`config.mk`:
```
export PLATFORM = sky130hd
export DESIGN_NAME = temp_sample_averager
export DESIGN_NICKNAME = d
export VERILOG_FILES = /design/src/rtl/temp_sample_averager.sv
export SDC_FILE = /design/constraint.sdc
export NUM_CORES = 1
export LEC_CHECK = 0
export ABC_AREA = 1
export ABC_CLOCK_PERIOD_IN_PS = 2500
export BUFFER_PORTS_ARGS = -buffer_cell sky130_fd_sc_hd__buf_2
export CORE_ASPECT_RATIO = 0.5
export CORE_MARGIN = 8
export CORE_UTILIZATION = 55
export CTS_BUF_LIST = sky130_fd_sc_hd__clkbuf_2
export CTS_CLUSTER_SIZE = 10
export DETAILED_ROUTE_END_ITERATION = 10
export PLACE_DENSITY_LB_ADDON = 0.15
export REMOVE_ABC_BUFFERS = 1
export SLEW_MARGIN = 20
export SYNTH_ARGS = -nofsm -noshare
export SYNTH_HDL_FRONTEND = slang
export SYNTH_SLANG_ARGS = --single-unit
```
`constraint.sdc`:
```
create_clock -name clock -period 2.5 [get_ports clock]
set_clock_uncertainty 0.1 [all_clocks]
set_input_delay 0.25 -clock clock [delete_from_list [all_inputs] [get_ports clock]]
set_output_delay 0.25 -clock clock [all_outputs]
set_load 0.02 [all_outputs]
```
`src/rtl/temp_sample_averager.sv`:
```
// temp_sample_averager
//   Conditions raw die-temperature ADC responses for the display FIFO.
//   It accepts samples for one ADC channel when the sample-rate strobe is
//   high, and averages 2**LOG2_AVG of them. It then removes the display
//   offset, saturates the result to 9 bits and hands the word downstream
//   with a valid/ready handshake. Qualifying samples that arrive while a
//   result is pending are counted in a sticky drop counter.
//
// Ports
//   clock        in   1   system clock, rising edge
//   reset        in   1   synchronous, active-high
//   sample_tick  in   1   one-cycle sample-rate strobe
//   adc_valid    in   1   ADC response valid
//   adc_channel  in   5   ADC response channel
//   adc_data     in   12  ADC response data, unsigned
//   out_ready    in   1   downstream can take a word
//   out_valid    out  1   out_data holds a finished result
//   out_data     out  9   offset-corrected, saturated average
//   busy         out  1   high in any state other than IDLE
//   drop_count   out  8   samples discarded while a result is pending, sticky at 255
//
// state | meaning
// ------+------------------------------------------------------------
// IDLE  | waiting for the first sample of an average
// ACCUM | summing the remaining samples of the average
// CALC  | one cycle: scale, offset and saturate the sum into out_data
// HOLD  | result presented; waiting for out_ready

module temp_sample_averager #(
  parameter logic [4:0]  CHANNEL  = 5'd17,
  parameter int          LOG2_AVG = 2,
  parameter logic [11:0] OFFSET   = 12'd3431
) (
  input  logic        clock,
  input  logic        reset,
  input  logic        sample_tick,
  input  logic        adc_valid,
  input  logic [4:0]  adc_channel,
  input  logic [11:0] adc_data,
  input  logic        out_ready,
  output logic        out_valid,
  output logic [8:0]  out_data,
  output logic        busy,
  output logic [7:0]  drop_count
);

  // The accumulator is wide enough for 2**LOG2_AVG full-scale samples.
  localparam int ACC_W = 12 + LOG2_AVG;
  localparam int CNT_W = LOG2_AVG + 1;
  localparam logic [CNT_W-1:0] CNT_ONE  = CNT_W'(1);
  localparam logic [CNT_W-1:0] CNT_FULL = CNT_W'(1 << LOG2_AVG);

  typedef enum logic [1:0] {
    IDLE  = 2'd0,
    ACCUM = 2'd1,
    CALC  = 2'd2,
    HOLD  = 2'd3
  } state_t;

  state_t           state;
  logic [ACC_W-1:0] acc;
  logic [CNT_W-1:0] cnt;

  logic        qualify;
  logic        accept;
  logic        drop;
  logic [11:0] mean;
  logic [11:0] excess;
  logic [8:0]  res;

  assign qualify = sample_tick && adc_valid && (adc_channel == CHANNEL);
  assign accept  = qualify && ((state == IDLE) || (state == ACCUM));
  // A sample that arrives on the HOLD->IDLE transfer edge is still seen
  // in HOLD, so it is dropped rather than starting a new average.
  assign drop    = qualify && ((state == CALC) || (state == HOLD));
  assign busy    = (state != IDLE);

  // Dividing by a power of two truncates the mean. The excess is only
  // meaningful when mean >= OFFSET, which is checked first.
  always_comb begin
    mean   = 12'(acc >> LOG2_AVG);
    excess = mean - OFFSET;
    if (mean < OFFSET) begin
      res = 9'd0;
    end else if (excess > 12'd511) begin
      res = 9'd511;
    end else begin
      res = excess[8:0];
    end
  end

  always_ff @(posedge clock) begin
    if (reset) begin
      state      <= IDLE;
      acc        <= '0;
      cnt        <= '0;
      out_valid  <= 1'b0;
      out_data   <= '0;
      drop_count <= '0;
    end else begin
      if (drop && (drop_count != 8'hFF)) begin
        drop_count <= drop_count + 8'd1;
      end

      unique case (state)
        IDLE: begin
          if (accept) begin
            acc   <= ACC_W'(adc_data);
            cnt   <= CNT_ONE;
            state <= (LOG2_AVG == 0) ? CALC : ACCUM;
          end
        end
        ACCUM: begin
          if (accept) begin
            acc <= acc + ACC_W'(adc_data);
            cnt <= cnt + CNT_ONE;
            if ((cnt + CNT_ONE) == CNT_FULL) begin
              state <= CALC;
            end
          end
        end
        CALC: begin
          out_data  <= res;
          out_valid <= 1'b1;
          state     <= HOLD;
        end
        HOLD: begin
          if (out_ready) begin
            out_valid <= 1'b0;
            state     <= IDLE;
          end
        end
        default: begin
          state <= IDLE;
        end
      endcase
    end
  end

endmodule

```
## Word level (Yosys, flattened, before mapping)

Cells that the tools add are included.

- Add/sub/neg operators: 4
- $mul: 0
- Div/mod/pow operators: 0
- Order comparisons: 2
- Equal/unequal tests: 10
- Shift operators: 0
- Multiplexer cells: 15
- Bitwise logic cells: 0
- Reductions and logical operators: 14

Operators with widths:

| kind | number |
|---|---|
| two-way mux 14 bit | 2 |
| case mux 14 bit (2 select lines) | 1 |
| two-way mux 9 bit | 2 |
| adder 14 x 12 -> 14 bit | 1 |
| > comparator 12 x 9 -> 1 bit, second input constant | 1 |
| less-than comparator 12 bit, second input constant | 1 |
| subtractor 12 bit, second input constant | 1 |
| adder 8 x 1 -> 8 bit, second input constant | 1 |
| two-way mux 2 bit | 4 |
| != test 8 bit, second input constant | 1 |
| case mux 2 bit (4 select lines) | 1 |
| two-way mux 3 bit | 2 |
| != test 2 bit, second input constant | 3 |
| case mux 3 bit (2 select lines) | 1 |
| nonzero test 2 bit | 3 |
| equality test 5 bit, second input constant | 1 |
| logical AND 1 bit | 5 |
| equality test 2 bit, second input constant | 2 |
| AND reduction 4 bit | 1 |
| adder 3 x 1 -> 3 bit, second input constant | 1 |
| equality test 3 bit, second input constant | 1 |
| AND reduction 3 bit | 1 |
| equality test 2 x 1 -> 1 bit, second input constant | 1 |
| zero test 2 bit | 1 |
| 5 further kinds | 6 |

- Flip-flop bits (word level): 37
- Bits in latches: 0
- Memory bits (writable): 0
- Bits in read-only memories: 0
- Input bits: 22
- Output and inout port bits: 19
- Logic and storage cells: 51
- Memories kept: 0

## Depth between registers and ports, before layout

- Word-level depth: 5
- Mapped depth: 11
- Gate-level depth less buffers: 11

## Worst setup path after synthesis

Ideal clock, no wire load.

- Kind: reg-to-reg
- From: register acc[0]
- To: register acc[8]
- Setup time: 0.070 ns
- Arrival: 1.636 ns
- Required time: 2.330 ns
- Setup slack: 0.694 ns
- Stages on the path, launching flop included: 11
- Buffers on the path: 0
- Period minus slack after synthesis: 1.806 ns
- Cells stage by stage: dfxtp_1 ha_1 inv_1 fa_1 o21ai_0 nand2_1 nand2_1 a21oi_1 o21ai_0 o21ai_0 a21oi_1

- Word-level cells in the longest chain between the ends: 3

RTL lines:

| element | line | source |
|---|---|---|
| start, declared | 61 | `logic [ACC_W-1:0] acc;` |
| start signal, assigned | 108 | `acc <= ACC_W'(adc_data);` |
| start signal, assigned | 115 | `acc <= acc + ACC_W'(adc_data);` |
| adder 14 x 12 -> 14 bit | 115 |  |
| two-way mux 14 bit | 114 | `if (accept) begin` |
| case mux 14 bit (2 select lines) | 105 | `unique case (state)` |

Every way passes these cells. The select of a mux whose other input is x is not followed.
A chain may end at the register's enable or synchronous reset.

## Worst setup path in the final report

- From: input port adc_data[0]
- To: register acc[8]

- Word-level cells in the longest chain between the ends: 3

RTL lines:

| element | line | source |
|---|---|---|
| start, declared | 39 | `input logic [11:0] adc_data,` |
| adder 14 x 12 -> 14 bit | 115 |  |
| two-way mux 14 bit | 114 |  |
| case mux 14 bit (2 select lines) | 105 |  |

Every way passes these cells. The select of a mux whose other input is x is not followed.

==> flow_results.xml <==
<?xml version="1.0" encoding="UTF-8"?>
<metrics>
  <group name="outcome">
    <metric name="outcome" unit="">completed</metric>
  </group>
  <group name="cts">
    <metric name="cts-hold-fix-buffers" unit="">1</metric>
    <metric name="cts-resized-gates" unit="">0</metric>
    <metric name="cts.sink_count" unit="">37</metric>
    <metric name="clkTransAtPathRegs" unit="ps">220</metric>
    <metric name="tritoncts" unit="">done</metric>
    <metric name="worstSkewPairLatency" unit="ps">400</metric>
    <metric name="cts-htree-levels" unit="">2</metric>
    <metric name="cts-buffers-inserted" unit="">5</metric>
    <metric name="max-clock-path-buffers" unit="">2</metric>
    <metric name="clock-root-buffer" unit="">clkbuf_2</metric>
    <metric name="cts_setup_buffers" unit="">0</metric>
  </group>
  <group name="timing">
    <metric name="finalSetupTns" unit="ps">0</metric>
    <metric name="worst_setup_slack_final" unit="ps">383</metric>
    <metric name="slew_headroom" unit="">0.635</metric>
    <metric name="minimum_period_implied_by_the_final_worst_setup_slack" unit="ps">2120</metric>
    <metric name="fin_crit_sh" unit="">0.847</metric>
    <metric name="finalHoldViolCount" unit="">0</metric>
    <metric name="worstMarginPinSlew" unit="ps">547</metric>
    <metric name="finalSetupViolations" unit="">0</metric>
    <metric name="report.final.slew_viol_count" unit="">0</metric>
    <metric name="worst_hold_slack" unit="ps">43.0</metric>
    <metric name="setup_repair_after_global_routing_missed_its_margin" unit="">no</metric>
    <metric name="clock.fmax" unit="MHz">472</metric>
  </group>
  <group name="setup_path">
    <metric name="timing.critical_path.from_type" unit="">primary input</metric>
    <metric name="crit_family" unit="">buffers and inverters</metric>
    <metric name="r2r.worst_path.cells" unit="">10</metric>
    <metric name="max_stage_delay_cell_worst_path" unit="">dlygate4sd3_1</metric>
    <metric name="worstReg2RegEnd" unit="">acc[8]$_SDFFE_PP0P_</metric>
    <metric name="r2r_slack" unit="ps">470</metric>
    <metric name="path_common_cell" unit="">o21ai_0</metric>
    <metric name="cp_cell_sequence" unit="">dlygate4sd3_1 &gt; buf_2 &gt; ha_1 &gt; inv_1 &gt; fa_1 &gt; o21ai_0 &gt; nand2_1 &gt; nand2_1 &gt; a21oi_1 &gt; o21ai_0 &gt; o21ai_0 &gt; a21oi_1</metric>
    <metric name="critPathMaxFanout" unit="">4</metric>
    <metric name="worst_r2r_startpoint" unit="">acc[0]$_SDFFE_PP0P_</metric>
    <metric name="critical-path-max-stage-delay" unit="ps">520</metric>
    <metric name="critPathArrivalTime" unit="ps">2360</metric>
    <metric name="timing.critical_path.buf_inv" unit="">3</metric>
    <metric name="criticalPathCategory" unit="">in2reg</metric>
    <metric name="critical_path_required" unit="ps">2740</metric>
    <metric name="critical_path.endpoint_type" unit="">flip-flop</metric>
  </group>
  <group name="final_layout">
    <metric name="flow.area_growth_from_synthesis" unit="%">13.5</metric>
    <metric name="drive_above_1_share" unit="">0.163</metric>
    <metric name="finish.utilization" unit="">0.634</metric>
    <metric name="final_net_count" unit="">492</metric>
    <metric name="insertedDiodeCount" unit="">0</metric>
  </group>
  <group name="power_and_ir_drop">
    <metric name="power.density" unit="nW/um2">471</metric>
    <metric name="static-leakage-power" unit="nW">1.43</metric>
    <metric name="max-vdd-ir-drop" unit="mV">0.270</metric>
    <metric name="total_power" unit="W">0.00143</metric>
  </group>
  <group name="yosys">
    <metric name="syn_area" unit="um2">2680</metric>
    <metric name="synth.top_cells.by_count" unit="">100 x nand2_1, 47 x a21oi_1, 37 x dfxtp_1, 36 x nor2_1, 32 x inv_1</metric>
    <metric name="synthesis.area_per_instance" unit="um2">6.65</metric>
    <metric name="asyncSetResetFlopFracSynth" unit="">0</metric>
    <metric name="ys_seq_area_frac" unit="">0.277</metric>
    <metric name="synth_edf_count" unit="">0</metric>
    <metric name="synthCells" unit="">403</metric>
    <metric name="synth_area_leader_cell" unit="">dfxtp_1</metric>
    <metric name="post-synth-top-area-fraction" unit="">0.277</metric>
    <metric name="synth_warnings" unit="">0</metric>
    <metric name="synth_area_leaders" unit="">dfxtp_1 28%, nand2_1 14%, ha_1 10%</metric>
    <metric name="most_common_cell_in_the_netlist" unit="">nand2_1</metric>
    <metric name="dominantRegCellSynth" unit="">dfxtp_1</metric>
    <metric name="ys_types" unit="">37</metric>
    <metric name="yosys_register_bits" unit="">37</metric>
  </group>
  <group name="route">
    <metric name="post-route-drc-count" unit="">0</metric>
    <metric name="wl_per_cell" unit="um">13.3</metric>
    <metric name="drt_pass1_iterations" unit="">4</metric>
    <metric name="routed-via-count" unit="">2776</metric>
    <metric name="drt-initial-drc-count" unit="">169</metric>
    <metric name="vias_per_cell" unit="">5.36</metric>
    <metric name="drtAntennaViolNets" unit="">0</metric>
    <metric name="postRouteWirelength" unit="mm">6.88</metric>
  </group>
  <group name="worst_hold_path">
    <metric name="holdPathStages" unit="">3</metric>
    <metric name="min-delay-start" unit="">adc_data[3]</metric>
    <metric name="hold-path-endpoint" unit="">acc[3]$_SDFFE_PP0P_</metric>
    <metric name="holdCritPathClass" unit="">in2reg</metric>
  </group>
  <group name="grt">
    <metric name="grtUsageTotal" unit="">0.183</metric>
    <metric name="grt_pass1_vias" unit="">2596</metric>
    <metric name="grt_pass1_wl" unit="mm">11.4</metric>
    <metric name="grt-ovfl-total" unit="">0</metric>
    <metric name="antenna_found_initial" unit="">0</metric>
    <metric name="grt_max_degree" unit="">21</metric>
  </group>
  <group name="placed_design">
    <metric name="placement.setup.worst_slack" unit="ps">504</metric>
    <metric name="port_buffers" unit="">40</metric>
    <metric name="gpl.final_weighted_congestion" unit="">0.933</metric>
    <metric name="dp_hpwl" unit="mm">5.38</metric>
  </group>
  <group name="flow_run">
    <metric name="drv.max_cap_violation_count" unit="">0</metric>
  </group>
  <group name="floorplan">
    <metric name="design.core.area" unit="um2">4800</metric>
    <metric name="boundary_pins" unit="">41</metric>
    <metric name="initial_core_utilization" unit="">0.558</metric>
    <metric name="dieHeight" unit="um">65.4</metric>
    <metric name="placementRows" unit="">18</metric>
    <metric name="dieWidth" unit="um">115</metric>
    <metric name="design.die.area" unit="um2">7500</metric>
  </group>
</metrics>
registers in the layout (all words and copies together) (netlist names):
name,count
out_data,9
state,2
cnt,3
drop_count,8
acc,14
out_valid,1
area by class of cell:
class                      count  area (um2)
sequential                    37         741
tap                           70        87.6
clock inverter                 3        41.3
fill                         455        1760
timing repair buffer          47         258
clock buffer                   5        25.0
inverter                      36         135
multi-input combinational    320        1750
per-stage QoR:
| step | std cells | instance area [um2] |
|---|---|---|
| final | 518 | 3040 |
| after floorplan | 393 | 2630 |
| after global routing | 518 | 3040 |
| after CTS | 517 | 3030 |
| after global placement | 508 | 2960 |
| after detailed placement | 508 | 2960 |
where the power goes:
group / internal, W / total (W) / switching [W]
logic: 0.000139 / 0.000418 / 0.000279
clock network: 0.000165 / 0.000382 / 0.000217
registers: 0.000614 / 0.000633 / 0.0000187
total: 0.000919 / 0.00143 / 0.000514
per-layer routing:
metal / global-route usage / share of wire / vias to the layer above / wire length, um
met5: 0 / 0 / - / 0
li1: - / - / 1435 / -
met4: 0.0551 / 0.0093 / 0 / 64
met2: 0.310 / 0.45 / 79 / 3070
met1: 0.235 / 0.49 / 1253 / 3350
met3: 0.0329 / 0.058 / 9 / 397
kinds of logic after synthesis:
family,Yosys count,synth area share
and+or+nand+nor,200,0.338
DFF,37,0.277
xor gates and xnor gates,12,0.0392
adders and majority gates,23,0.110
buffers and inverters,46,0.0687
AOI/OAI and AO/OA,85,0.167
worst max-delay path by stage:
stage / cells past startpoint / endpoint / startpoint / slack [ps]
2_1_floorplan: 7 / acc[13]$_SDFFE_PP0P_ / state[1]$_SDFFE_PP0P_ / 280
6_report: 12 / acc[8]$_SDFFE_PP0P_ / adc_data[0] / 380
3_5_place_dp: 11 / acc[8]$_SDFFE_PP0P_ / adc_data[0] / 500
5_1_grt: 12 / acc[8]$_SDFFE_PP0P_ / adc_data[0] / 170
3_3_place_gp: 11 / acc[8]$_SDFFE_PP0P_ / adc_data[0] / 530
4_1_cts: 10 / acc[8]$_SDFFE_PP0P_ / acc[0]$_SDFFE_PP0P_ / 480
tightest hold or removal path, delay by kind of cell:
kind | cells | cell delay (ps)
buf+inv | 1 | 90
compound gates | 2 | 190
placed cells by master, fill, tap and decap left out:
cell type and count:
a21boi_0 1, a21o_1 1, a21oi_1 47, a31oi_1 1, and3_1 1, buf_2 40
buf_4 5, bufinv_16 1, clkbuf_2 5, clkinv_1 2, clkinvlp_4 1, dfxtp_1 37
dlygate4sd3_1 2, fa_1 1, ha_1 22, inv_1 32, inv_2 3, nand2_1 100
nand2_2 7, nand3_1 26, nand3_2 2, nand3b_1 2, nand4_1 13, nand4_2 1
nor2_1 36, nor2_2 3, nor3_1 2, nor3_2 1, nor3_4 1, nor4_1 2
o211ai_1 1, o21a_1 2, o21ai_0 25, o21ai_1 1, o21bai_1 1, o22ai_1 5
or2_2 3, xnor2_1 2, xor2_1 10
(Power assumes the default switching activity.)
